==> config.mk <==
export PLATFORM = sky130hd
export DESIGN_NAME = triangle_monitor
export DESIGN_NICKNAME = d
export VERILOG_FILES = /design/src/rtl/triangle_monitor.sv
export SDC_FILE = /design/constraint.sdc
export NUM_CORES = 1
export LEC_CHECK = 0
export BUFFER_PORTS_ARGS = -buffer_cell sky130_fd_sc_hd__buf_2
export CORE_MARGIN = 2
export CORE_UTILIZATION = 55
export CTS_CLUSTER_SIZE = 30
export DETAILED_ROUTE_END_ITERATION = 8
export PLACE_DENSITY = 0.74
export RECOVER_POWER = 50
export SLEW_MARGIN = 15
export SYNTH_ARGS = -nofsm -noshare
export SYNTH_HDL_FRONTEND = slang
export SYNTH_SLANG_ARGS = --single-unit
==> constraint.sdc <==
create_clock -name clk -period 8.7 [get_ports clk]
set_input_delay 0.435 -clock clk [delete_from_list [all_inputs] [get_ports clk]]
set_output_delay 0.435 -clock clk [all_outputs]
set_load 0.05 [all_outputs]
==> src/rtl/triangle_monitor.sv <==
// Tracks an unsigned triangle-wave sample stream: locks onto +/-1 ramps, flags
// peak/trough reversals and step violations, and measures trough-to-trough period.
module triangle_monitor #(
   parameter int N = 8,
   parameter int W = 16
) (
   input  logic         clk,
   input  logic         rst,
   input  logic         ena,
   input  logic [N-1:0] sample,
   output logic         locked,
   output logic         dir,
   output logic         peak,
   output logic         trough,
   output logic         error,
   output logic [W-1:0] period,
   output logic         period_valid,
   output logic [W-1:0] err_count
);

   typedef enum logic [1:0] {
      EMPTY   = 2'd0,
      ACQUIRE = 2'd1,
      UP      = 2'd2,
      DOWN    = 2'd3
   } state_t;

   localparam logic [N-1:0] ONE_N = N'(1);
   localparam logic [W-1:0] ONE_W = W'(1);

   state_t       state_q, state_d;
   logic [N-1:0] prev_q, prev_d;
   logic [W-1:0] cnt_q, cnt_d;
   logic [W-1:0] period_q, period_d;
   logic [W-1:0] errc_q, errc_d;
   logic         seen_q, seen_d;
   logic         peak_q, peak_d;
   logic         trough_q, trough_d;
   logic         error_q, error_d;
   logic         pv_q, pv_d;

   logic [N-1:0] expect_v;
   logic         reversal;
   logic [W-1:0] cnt_inc;
   logic [W-1:0] errc_inc;

   always_ff @(posedge clk or negedge rst) begin
      if (!rst) begin
         state_q  <= EMPTY;
         prev_q   <= '0;
         cnt_q    <= '0;
         period_q <= '0;
         errc_q   <= '0;
         seen_q   <= 1'b0;
         peak_q   <= 1'b0;
         trough_q <= 1'b0;
         error_q  <= 1'b0;
         pv_q     <= 1'b0;
      end else begin
         state_q  <= state_d;
         prev_q   <= prev_d;
         cnt_q    <= cnt_d;
         period_q <= period_d;
         errc_q   <= errc_d;
         seen_q   <= seen_d;
         peak_q   <= peak_d;
         trough_q <= trough_d;
         error_q  <= error_d;
         pv_q     <= pv_d;
      end
   end

   always_comb begin
      state_d  = state_q;
      prev_d   = prev_q;
      cnt_d    = cnt_q;
      period_d = period_q;
      errc_d   = errc_q;
      seen_d   = seen_q;
      peak_d   = 1'b0;
      trough_d = 1'b0;
      error_d  = 1'b0;
      pv_d     = 1'b0;
      expect_v = '0;
      reversal = 1'b0;
      cnt_inc  = (&cnt_q)  ? cnt_q  : cnt_q + ONE_W;
      errc_inc = (&errc_q) ? errc_q : errc_q + ONE_W;

      if (ena) begin
         prev_d = sample;
         cnt_d  = cnt_inc;
         unique case (state_q)
            EMPTY: state_d = ACQUIRE;
            ACQUIRE: begin
               if (sample == prev_q + ONE_N) begin
                  state_d = UP;
               end else if (sample == prev_q - ONE_N) begin
                  state_d = DOWN;
               end
            end
            UP: begin
               reversal = (prev_q == '1);
               expect_v = reversal ? prev_q - ONE_N : prev_q + ONE_N;
            end
            DOWN: begin
               reversal = (prev_q == '0);
               expect_v = reversal ? ONE_N : prev_q - ONE_N;
            end
            default: state_d = EMPTY;
         endcase

         // Wraps through all-ones/zero fail here because expect_v holds the reversal value.
         if ((state_q == UP) || (state_q == DOWN)) begin
            if (sample != expect_v) begin
               error_d = 1'b1;
               errc_d  = errc_inc;
               state_d = ACQUIRE;
               seen_d  = 1'b0;
            end else if (reversal && (state_q == UP)) begin
               peak_d  = 1'b1;
               state_d = DOWN;
            end else if (reversal) begin
               trough_d = 1'b1;
               state_d  = UP;
               cnt_d    = '0;
               seen_d   = 1'b1;
               if (seen_q) begin
                  period_d = cnt_inc;
                  pv_d     = 1'b1;
               end
            end
         end
      end
   end

   assign locked       = (state_q == UP) || (state_q == DOWN);
   assign dir          = (state_q == DOWN);
   assign peak         = peak_q;
   assign trough       = trough_q;
   assign error        = error_q;
   assign period       = period_q;
   assign period_valid = pv_q;
   assign err_count    = errc_q;

endmodule

Word level (Yosys, flattened, before mapping) --
Index checks and enable logic that the tools add are counted.
Storage, ports and cells: output and inout bits 38, bits of input ports 11, register bits 63
Cells by class: bitwise operators 3, mux-type cells 39, equal/unequal tests 8, reductions and logical operators 10, add/sub/neg operators 4
Operator list (count):
- $mux 16 | 5
- $add 16x1->16 const B | 2
- $reduce_and 16->1 | 2
- $mux 8 | 3
- $mux 1 | 22
- $eq 8x8->1 | 2
- $pmux 8 s2 | 1
- $mux 2 | 6
- $add 8x1->8 const B | 1
- $eq 8x8->1 const B | 1
- $logic_not 8->1 | 1
- $ne 8x8->1 | 1
- $reduce_and 4->1 | 2
- $sub 8x1->8 const B | 1
- $reduce_and 6->1 | 1
- $eq 2x2->1 const B | 2
- $pmux 2 s2 | 1
- $not 1->1 | 3
- $eq 2x1->1 const B | 1
- $logic_not 2->1 | 1
- $ne 2x2->1 const B | 1
- $pmux 1 s2 | 1
- $reduce_bool 2->1 | 1
- $logic_and 1x1->1 | 1
- $logic_or 1x1->1 | 1

Depth between registers and ports, before layout --
Gate-level depths: netlist of run 1.
word-level depth 9, depth in mapped cells 13, mapped depth without buffers 11

Least setup slack after synthesis of run 1 --
No wires, ideal clock.
kind reg2reg, start point register prev_q[0], end point register errc_q[1], in the netlist err_count[1], clock period less this slack 3.066 ns, data arrival time 2.938 ns, slack 5.634 ns, setup time 0.128 ns, stages on the path, launching flop included 13, cell sequence dfrtp_1 -> inv_1 -> ha_1 -> or3b_2 -> nor3_1 -> xor2_1 -> a22oi_1 -> xor2_1 -> nand4_1 -> nor3_2 -> buf_2 -> or3_1 -> mux2_1
On the way: cells in the longest elaborated chain, start to end 6, elaborated cells on any way between the ends 10, those cells by class add/sub: 2; eq/ne: 2; mux: 4; reduce/logical: 2
Ends and longest elaborated chain:
- start: declaration | line 32 | logic [N-1:0] prev_q, prev_d;
- start signal: assignment | line 61 | prev_q <= prev_d;
- $sub 8x1->8, or another cell as far along | line 103, 107
- $mux 8 (on tied branches) | line 107, 103
- $pmux 8 s2 (*) | line 92 | unique case (state_q)
- $mux 8 (*) | line 89 | if (ena) begin
- $ne 8x8->1 (*) | line 114 | if (sample != expect_v) begin
- $reduce_and 4->1 (no line) (*)
- end signal: assignment | line 64 | errc_q <= errc_d;
- end: declaration | line 35 | logic [W-1:0] errc_q, errc_d;
Mark *: on every way between the ends. The rest lies on a longest branch, timed or not. The select of a mux whose other input is x is not followed. A chain may end at the register's enable or synchronous reset.

Final worst setup path of run 1 --
start point register prev_q[3], end point register period_q[6], in the netlist period[6]
On the way: cells in the longest elaborated chain, start to end 7, elaborated cells on any way between the ends 15, those cells by class add/sub: 2; eq/ne: 2; mux: 6; bitwise: 2; reduce/logical: 3
Ends and longest elaborated chain:
- $sub 8x1->8, or another cell as far along | line 103, 107
- $mux 8 (on tied branches) | line 107, 103
- $pmux 8 s2 | line 92
- $mux 8 | line 89
- $ne 8x8->1 | line 114
- $not 1->1 (no line)
- $reduce_and 6->1 (no line) (*)
- end signal: assignment | line 63 | period_q <= period_d;
- end: declaration | line 34 | logic [W-1:0] period_q, period_d;
Marked as above.

==> impl_metrics.env, run 1 <==
export IMPL_status="complete, but fails checks"
export IMPL_violations="capacitance limit, slew limit"
export IMPL_hpwlAfterDp_um=5930
export IMPL_yosysSeqAreaShare=0.408
export IMPL_grt_pass1_vias=3019
export IMPL_clock_latency_ns=0.35
export IMPL_tightestPinTransition_ns=3.35
export IMPL_cp_max_fo=20
export IMPL_maxCapViolCount=2
export IMPL_syn_nets=431
export IMPL_fin_crit_ns=4.03
export IMPL_slew_headroom=-1.23
export IMPL_die_y_um=87.8
export IMPL_yosys_warnings=0
export IMPL_wl_per_cell_um=15.8
export IMPL_io_pins=49
export IMPL_crit_arrival_ns=4.25
export IMPL_vias_per_cell=5.85
export IMPL_cts_setup_buffers=0
export IMPL_skew_ns=0.0123
export IMPL_hold_path_class="input pin to flip-flop"
export IMPL_n_fill_cell=558
export IMPL_initial_core_util=0.569
export IMPL_rows=30
export IMPL_core_area_um2=6790
export IMPL_hold_violations=0
export IMPL_antennaDiodeCount=0
export IMPL_die_w_um=87.8
export IMPL_seq_area_um2=1580
export IMPL_cts_resized_gates=0
export IMPL_crit_type="flip-flop to flip-flop"
export IMPL_route_detailed_drc=0
export IMPL_h_tree_depth=3
export IMPL_synth_common_cells="63 x dfrtp_1, 32 x nand3_1, 31 x nor2_1"
export IMPL_power_leakage_uw=0.00204
export IMPL_rsz0062_at_grt="false"
export IMPL_cts_tree="built"
export IMPL_drive_gt1_frac=0.166
export IMPL_yosysMostFrequentCell="dfrtp_1"
export IMPL_clkTransAtPathRegs_ns=0.06
export IMPL_maxSlewViolCount=113
export IMPL_setup_viol=0
export IMPL_peakVddDrop_mv=0.158
export IMPL_powerDensity_nw_per_um2=213
export IMPL_root_buffer="clkbuf_8"
export IMPL_min_period_over_period=0.463
export IMPL_clk_path_buf_depth=2
export IMPL_ys_types=58
export IMPL_ctsHoldBuffers=0
export IMPL_synth_seq_cells=63
export IMPL_antenna_found_initial=0
export IMPL_cts_sinks=63
export IMPL_setup_tns_ns=0
export IMPL_io_buffer_count=48
export IMPL_grt_max_degree=64
export IMPL_holdWs_ns=0.400
export IMPL_dieArea_um2=7720
export IMPL_grt_ovfl_total=0
export IMPL_dr_pass1_iters=5
export IMPL_synthCells=415
export IMPL_layout_nets=472
export IMPL_end_kind="flip-flop"
export IMPL_final_antenna_net_count=0
export IMPL_grt_usage=0.246
export IMPL_cts_made_buffers=9
export IMPL_synth_ff_type="dfrtp_1"
export IMPL_vias=3243
export IMPL_startpoint_type="flip-flop"
export IMPL_async_flop_share=1.00
export IMPL_wl_um=8740
export IMPL_fmax_ghz=0.248
export IMPL_synth_top_area_share=0.408
export IMPL_gp_congestion=0.914
export IMPL_drt_iter0_drc=240
export IMPL_synth_area_leader_cell="dfrtp_1"
export IMPL_multi_input_area_um2=2120
export IMPL_area_growth_pct=11.1
export IMPL_synth_edf_count=0
export IMPL_netlist_top_cells_area="dfrtp_1 41%, xnor2_1 5.7%, xor2_1 5.2%"
export IMPL_worst_ep_required_time_ns=8.92
export IMPL_grt_pass1_wl_um=14700
export IMPL_syn_area_um2=3870
export IMPL_synth_area_per_cell_um2=9.32
[per-layer routing]
metal	vias up	GRT usage	routed length, um
met5	-	0	0
met4	0	0.0881	181
met3	23	0.0490	468
met2	121	0.359	3900
met1	1547	0.364	4190
li1	1552	-	-
[critical path: stages (launching register included)]
cell and delay (ns):
dfrtp_1 0.67, nand4_1 0.25, o21ai_0 0.52, a21oi_1 0.10, or3_1 0.39, a211oi_2 0.22
nand4_1 0.16, nor3_2 0.14, buf_4 0.25, and3_1 0.78, mux2_2 0.42
[flip-flops by register name, indices dropped and copies added, names as in the netlist]
| name | flops |
|---|---|
| cnt_q | 16 |
| err_count | 16 |
| period | 16 |
| prev_q | 8 |
| state_q | 2 |
| error | 1 |
| peak | 1 |
| period_valid | 1 |
| seen_q | 1 |
| trough | 1 |
[worst paths after layout]
check	cells after the start	start	slack, ns	end
hold / removal	2	sample[3]	0.40	prev_q[3]
setup / recovery	10	prev_q[3]	4.67	period[6]
setup reg to reg	10	prev_q[3]	4.67	period[6]
max in group asynchronous	2	rst	5.50	period[8]
min in group asynchronous	2	rst	1.32	period_valid
hold reg to reg	1	err_count[13]	0.48	err_count[13]
[final cells by class]
cell class	count	share of cell area
multi-input cells	317	0.494
clock buffers	12	0.0361
repair buffers	50	0.0551
flip-flops and latches	63	0.367
well taps	96	0.0280
inverters	15	0.0131
clock inverters	1	0.00699
[cells in the final DEF, fill, tap and decap left out, types with 2 or more instances in the layout]
cell / n
a211oi_1: 3
a211oi_2: 2
a21oi_1: 12
a31oi_1: 5
and2_1: 7
and3_1: 15
buf_2: 36
clkbuf_1: 14
clkbuf_8: 11
dfrtp_1: 63
ha_1: 5
inv_1: 15
mux2_1: 8
mux2_2: 14
mux2i_1: 3
nand2_1: 25
nand2b_1: 7
nand3_1: 32
nand3b_1: 3
nand4_1: 4
nor2_1: 31
nor2b_1: 2
nor3_1: 15
nor3b_1: 5
nor4_1: 6
nor4b_1: 2
o21ai_0: 12
o21ai_1: 16
o31ai_1: 2
or2_2: 3
or3_1: 5
or4_1: 2
or4_4: 2
xnor2_1: 25
xor2_1: 23
[where the power goes]
part           total (uW)  internal [uW]  leakage [uW]  switching [uW]
clock network         253            143     0.0000944             110
registers             381            327      0.000798            53.2
logic                 281            107       0.00114             174
total                 915            578       0.00204             337
[cell families after synthesis]
logic type / share of synthesized area
xor gates and xnor gates: 0.109
buffers and inverters: 0.0440
DFF: 0.408
adders and majority gates: 0.0162
and+or+nand+nor: 0.239
muxes: 0.0718
AOI/OAI and AO/OA: 0.113
[per-stage QoR]
step           area, um^2  setup WS (ns)  cells  power [uW]   util
4_1_cts              4310           4.72    554         917  0.635
2_1_floorplan        3870           5.63    415         595      -
3_5_place_dp         4130           4.75    541         661  0.608
5_1_grt              4290           4.35    554         970  0.632
3_3_place_gp         4130           4.82    541         656  0.608
6_report             4290           4.67    554         915  0.632
Power figures use the tool's default switching activity.
==> run 2: changes to the inputs <==
--- a/config.mk
+++ b/config.mk
@@ -5,6 +5,7 @@
 export SDC_FILE = /design/constraint.sdc
 export NUM_CORES = 1
 export LEC_CHECK = 0
+export ABC_AREA = 1
 export BUFFER_PORTS_ARGS = -buffer_cell sky130_fd_sc_hd__buf_2
 export CORE_MARGIN = 2
 export CORE_UTILIZATION = 55
==> constraint.sdc (replaced) <==
create_clock -name clk -period 4.2 [get_ports clk]
set_input_delay 0.21 -clock clk [delete_from_list [all_inputs] [get_ports clk]]
set_output_delay 0.21 -clock clk [all_outputs]
set_load 0.05 [all_outputs]
==> run 2 against run 1 <==
The run now ends clean. Routed wire length increased by 20%. Non-clock buffer count increased by 1. Critical path depth increased by 2. Global-route usage increased by 0.89 points. Fmax increased by 30%. Cell area increased by 11%. Area after synthesis increased by 13%. Register-to-register slack got worse by 3.6 ns. Critical endpoint is now cnt_q[5]. Largest cell class unchanged. Largest power group unchanged.
==> impl_metrics.env, run 2 <==
export IMPL_synthCells=613
export IMPL_final_cell_area_um2=4780
export IMPL_r2r_end="cnt_q[5]"
export IMPL_skew_ns=0.0103
export IMPL_hold_violations=0
export IMPL_setup_viol=0
export IMPL_min_period_over_period=0.739
export IMPL_drt_iter0_drc=278
export IMPL_route_detailed_drc=0
export IMPL_place_area_um2=4600
export IMPL_crit_arrival_ns=3.30
export IMPL_grt_pass1_wl_um=17800
export IMPL_ctsHoldBuffers=0
export IMPL_io_buffer_count=48
export IMPL_synth_ff_type="dfrtp_1"
export IMPL_initial_core_util=0.567
export IMPL_yosysMostFrequentCell="nand2_1"
export IMPL_die_y_um=93
export IMPL_core_area_um2=7690
export IMPL_synth_top_area_share=0.362
export IMPL_cts_made_buffers=9
export IMPL_cts_tree="built"
export IMPL_synth_edf_count=0
export IMPL_drive_gt1_frac=0.149
export IMPL_die_w_um=93
export IMPL_gp_congestion=0.935
export IMPL_fin_crit_ns=3.10
export IMPL_rsz0062_at_grt="false"
export IMPL_peakVddDrop_mv=0.317
export IMPL_crit_path_start="prev_q[3]"
export IMPL_startpoint_type="flip-flop"
export IMPL_final_antenna_net_count=0
export IMPL_vias=4149
export IMPL_synth_common_cells="229 x nand2_1, 63 x dfrtp_1, 53 x nand3_1"
export IMPL_synth_area_leader_cell="dfrtp_1"
export IMPL_cts_resized_gates=0
export IMPL_fmax_ghz=0.322
export IMPL_status="finished clean"
export IMPL_wl_um=10500
export IMPL_end_kind="flip-flop"
export IMPL_tightestPinTransition_ns=0.820
export IMPL_rr_worst_depth=12
export IMPL_maxCapViolCount=0
export IMPL_io_pins=49
export IMPL_cts_setup_buffers=0
export IMPL_synth_seq_cells=63
export IMPL_seq_area_um2=1580
export IMPL_grt_max_degree=64
export IMPL_multi_input_area_um2=2420
export IMPL_n_fill_cell=741
export IMPL_syn_nets=629
export IMPL_rows=32
export IMPL_grt_pass1_vias=3884
export IMPL_powerDensity_nw_per_um2=375
export IMPL_wl_per_cell_um=13.8
export IMPL_cp_max_fo=22
export IMPL_slew_headroom=0.453
export IMPL_utilization=0.621
export IMPL_worst_ep_required_time_ns=4.40
export IMPL_yosys_warnings=0
export IMPL_grt_ovfl_total=0
export IMPL_setup_tns_ns=0
export IMPL_dr_pass1_iters=5
export IMPL_synth_area_per_cell_um2=7.11
export IMPL_antenna_found_initial=0
export IMPL_regToRegSetupSlack_ns=1.10
export IMPL_dieArea_um2=8650
export IMPL_final_common_cell="nand2_1"
export IMPL_hpwlAfterDp_um=7460
export IMPL_clkTransAtPathRegs_ns=0.08
export IMPL_vias_per_cell=5.46
export IMPL_area_growth_pct=9.65
export IMPL_clock_latency_ns=0.34
export IMPL_hold_path_class="input pin to asynchronous set/reset pin"
export IMPL_maxSlewViolCount=0
export IMPL_async_flop_share=1.00
export IMPL_crit_type="flip-flop to flip-flop"
export IMPL_layout_nets=669
export IMPL_grt_usage=0.255
export IMPL_most_common_layout_cells="229 x nand2_1, 63 x dfrtp_1, 53 x nand3_1"
export IMPL_clk_path_buf_depth=2
export IMPL_ys_types=38
export IMPL_root_buffer="clkbuf_8"
export IMPL_cts_sinks=63
export IMPL_power_leakage_uw=0.00247
export IMPL_rr_startpoint="prev_q[3]"
export IMPL_netlist_top_cells_area="dfrtp_1 36%, nand2_1 20%, nand4_1 6.6%"
export IMPL_yosysSeqAreaShare=0.362
export IMPL_h_tree_depth=3
export IMPL_antennaDiodeCount=0
export IMPL_syn_area_um2=4360
## run 2: worst max path at each step
| stage | slack [ns] | to |
|---|---|---|
| floorplan | 1.84 | err_count[10] |
| global placement | 1.48 | cnt_q[5] |
| detailed placement | 1.32 | cnt_q[5] |
| CTS | 1.30 | cnt_q[5] |
| global route | 0.84 | cnt_q[0] |
| finish | 1.10 | cnt_q[5] |
## run 2: layer usage
layer	wire length, um	vias to the layer above	part of all wire	track usage
met3	476	14	0.046	0.0403
met1	5020	1936	0.48	0.358
met4	142	0	0.014	0.0980
met2	4810	119	0.46	0.398
met5	0	-	0	0
li1	-	2080	-	-
## run 2: kinds of logic (layout without fill, tap and decap cells)
family | after synthesis | after routing | share of synthesized area
buffers and inverters | 76 | 121 | 0.0824
AO/OA/AOI/OAI | 38 | 38 | 0.0546
adder cells (fa/ha/maj) | 5 | 5 | 0.0144
flip-flops | 63 | 63 | 0.362
XOR/XNOR | 30 | 30 | 0.0603
AND/OR/NAND/NOR | 401 | 401 | 0.426
## run 2: layout make-up
type	instances	area share
well taps	102	0.0267
flip-flops and latches	63	0.330
clock inverters	5	0.0118
clock buffers	11	0.0296
inverters	54	0.0430
multi-input cells	474	0.507
repair buffers	51	0.0521
## run 2: power by group
part | switching [uW] | internal (uW)
clock | 247 | 291
sequential | 76.2 | 659
combinational | 372 | 146
total | 696 | 1100
## run 2: critical path, stage by stage, from the launching register on
cell        delay (ns)
dfrtp_1           0.52
clkinvlp_2        0.38
nor2_8            0.25
nand3_1           0.09
buf_4             0.22
nand2_1           0.15
nand2_1           0.08
nand3_1           0.12
nand2_1           0.08
nor2_2            0.15
nand3_4           0.26
nor2_4            0.48
o21ai_0           0.16
## run 2: stage by stage
stage | std cells | power (uW) | setup slack (ns) | hold slack [ns]
finish | 760 | 1790 | 1.10 | 0.0546
global route | 760 | 1900 | 0.837 | 0.110
CTS | 760 | 1800 | 1.30 | 0.0708
detailed placement | 744 | 1260 | 1.32 | 0.438
global placement | 744 | 1250 | 1.48 | 0.428
floorplan | 613 | 1140 | 1.84 | -0.0856
==> run 3: changes to the inputs <==
--- a/config.mk
+++ b/config.mk
@@ -5,13 +5,13 @@
 export SDC_FILE = /design/constraint.sdc
 export NUM_CORES = 1
 export LEC_CHECK = 0
-export ABC_AREA = 1
+export ABC_AREA = 0
 export BUFFER_PORTS_ARGS = -buffer_cell sky130_fd_sc_hd__buf_2
 export CORE_MARGIN = 2
-export CORE_UTILIZATION = 55
+export CORE_UTILIZATION = 53
 export CTS_CLUSTER_SIZE = 30
 export DETAILED_ROUTE_END_ITERATION = 8
-export PLACE_DENSITY = 0.74
+export PLACE_DENSITY = 0.75
 export RECOVER_POWER = 50
 export SLEW_MARGIN = 15
 export SYNTH_ARGS = -nofsm -noshare
==> constraint.sdc (replaced) <==
create_clock -name clk -period 2.72 [get_ports clk]
set_input_delay 0.136 -clock clk [delete_from_list [all_inputs] [get_ports clk]]
set_output_delay 0.136 -clock clk [all_outputs]
set_load 0.05 [all_outputs]
==> run 3 against run 2 <==
The flow now finishes with violations (setup timing). Total power rose by 90%. Clock power rose by 53%. Sequential share of layout area fell by 4.8 points. Non-clock buffer count rose by 83. Critical path depth fell by 1. Core utilization rose by 16 points. Routed wire length rose by 21%. Combinational power rose to 2.7 times the previous value. Count of clock-buffer cells in the layout rose by 1. Sequential power rose by 61%. Clock skew fell by 0.0020 ns. Fmax fell by 3.3%. Critical endpoint is now cnt_q[10].
==> impl_metrics.env, run 3 (synthesis gave the netlist of run 1 again) <==
export IMPL_root_buffer="clkbuf_8"
export IMPL_dr_pass1_iters=5
export IMPL_startpoint_type="flip-flop"
export IMPL_layout_nets=556
export IMPL_rsz0062_at_grt="true"
export IMPL_grt_usage=0.295
export IMPL_status="complete, but fails checks"
export IMPL_cts_sinks=63
export IMPL_multi_input_area_um2=2650
export IMPL_clkTransAtPathRegs_ns=0.07
export IMPL_setup_slack_ns=-0.490
export IMPL_p_comb_frac=0.411
export IMPL_antenna_found_initial=0
export IMPL_vias_per_cell=6.00
export IMPL_crit_type="flip-flop to flip-flop"
export IMPL_antennaDiodeCount=0
export IMPL_violations="setup timing"
export IMPL_seq_area_um2=1580
export IMPL_slew_headroom=0.412
export IMPL_route_detailed_drc=0
export IMPL_holdWs_ns=0.116
export IMPL_cts_made_buffers=9
export IMPL_end_kind="flip-flop"
export IMPL_n_fill_cell=439
export IMPL_drive_gt1_frac=0.450
export IMPL_grt_max_degree=48
export IMPL_powerDensity_nw_per_um2=608
export IMPL_vias=3847
export IMPL_clock_latency_ns=0.35
export IMPL_p_sw_uw=1310
export IMPL_regToRegSetupSlack_ns=-0.49
export IMPL_initial_core_util=0.539
export IMPL_switching_share=0.384
export IMPL_fin_crit_ns=3.21
export IMPL_min_period_over_period=1.18
export IMPL_crit_arrival_ns=3.41
export IMPL_clk_path_buf_depth=2
export IMPL_io_pins=49
export IMPL_grt_ovfl_total=0
export IMPL_core_area_um2=7180
export IMPL_setup_viol=55
export IMPL_h_tree_depth=3
export IMPL_wl_per_cell_um=19.7
export IMPL_die_w_um=89.4
export IMPL_internal_power_uw=2090
export IMPL_final_antenna_net_count=0
export IMPL_hpwlAfterDp_um=6910
export IMPL_io_buffer_count=48
export IMPL_peakVddDrop_mv=0.601
export IMPL_final_common_cell="buf_4"
export IMPL_rows=31
export IMPL_final_cell_area_um2=5590
export IMPL_maxSlewViolCount=0
export IMPL_grt_pass1_vias=3734
export IMPL_hold_path_class="input pin to flip-flop"
export IMPL_grt_pass1_wl_um=17900
export IMPL_worst_ep_required_time_ns=2.92
export IMPL_power_leakage_uw=0.00266
export IMPL_fmax_ghz=0.312
export IMPL_cts_tree="built"
export IMPL_most_common_layout_cells="66 x buf_4, 63 x dfrtp_1, 48 x buf_2"
export IMPL_skew_ns=0.00833
export IMPL_dieArea_um2=7990
export IMPL_tightestPinTransition_ns=0.882
export IMPL_gp_congestion=0.976
export IMPL_power_frac_seq=0.347
export IMPL_die_y_um=89.4
export IMPL_drt_iter0_drc=273
export IMPL_maxCapViolCount=0
export IMPL_hold_violations=0
export IMPL_area_growth_pct=44.7
export IMPL_cp_max_fo=5
export IMPL_wl_um=12700
export IMPL_clock_power_share=0.242
export IMPL_place_area_um2=4700
[run 3: changes by cell type in the layout (fill, tap and decap cells not counted), sizes merged, moves of 9 or more]
cell,before,now
nor2,46,31
nand4,47,4
nand2,235,25
mux2,0,22
inv,51,15
xnor2,13,25
buf,40,129
nor3,7,16
and3,1,15
nand3,56,32
[run 3: per-layer routing]
metal	share of wire	track usage	up-vias	wire length [um]
li1	-	-	1728	-
met4	0.054	0.126	0	678
met1	0.38	0.364	1844	4840
met3	0.060	0.0591	67	764
met5	0	0	-	0
met2	0.50	0.502	208	6370
[run 3: through the flow]
| step | util | power, uW | setup TNS [ns] | instances | setup slack [ns] |
|---|---|---|---|---|---|
| after floorplan | - | 1930 | -2.62 | 415 | -0.184 |
| after global placement | 0.654 | 2270 | -9.77 | 604 | -0.338 |
| after detailed placement | 0.654 | 2320 | -13.17 | 604 | -0.403 |
| after CTS | 0.746 | 3210 | -14.59 | 636 | -0.377 |
| after global routing | 0.779 | 3560 | -25.18 | 641 | -0.644 |
| final | 0.779 | 3400 | -19.32 | 641 | -0.490 |
[run 3: worst paths after layout]
check                             start           end  cells after the start
setup / recovery              prev_q[2]     cnt_q[10]                     11
min in group asynchronous           rst    period[11]                      2
max in group asynchronous           rst      cnt_q[3]                      3
hold / removal                sample[6]     prev_q[6]                      2
hold reg to reg            err_count[5]  err_count[5]                      1
setup reg to reg              prev_q[2]     cnt_q[10]                     11
[run 3: area by class of cell]
cell class,instances,area share
clock inverter,1,0.00537
clock buffer,12,0.0277
multi-input combinational,317,0.474
sequential,63,0.282
inverter,15,0.0101
timing repair buffer,134,0.178
tap,99,0.0221
[run 3: repair_timing]
item,in CTS,in global routing
pin swaps,16,37
hold buffers,1,0
setup buffers,16,10
cloned,3,3
gates resized for setup,61,48
endpoints found under the setup margin,52,55
hold endpoints to repair,36,0
[run 3: power by group through the flow]
| stage | sequential, uW | combinational, uW | clock (uW) |
|---|---|---|---|
| 3_3_place_gp | 1170 | 1100 | 0 |
| 3_5_place_dp | 1180 | 1140 | 0 |
| 2_1_floorplan | 1250 | 678 | 0 |
| 6_report | 1180 | 1400 | 824 |
| 5_1_grt | 1190 | 1490 | 874 |
| 4_1_cts | 1160 | 1230 | 821 |
[run 3: critical path: stages (launching register included)]
cell	delay (ns)
dfrtp_1	0.41
or3_4	0.41
or4_4	0.43
a211oi_2	0.25
o21ai_1	0.15
a211oi_2	0.22
nand4_1	0.16
buf_4	0.17
or4_4	0.50
buf_12	0.18
nand3_2	0.07
o21ai_1	0.10
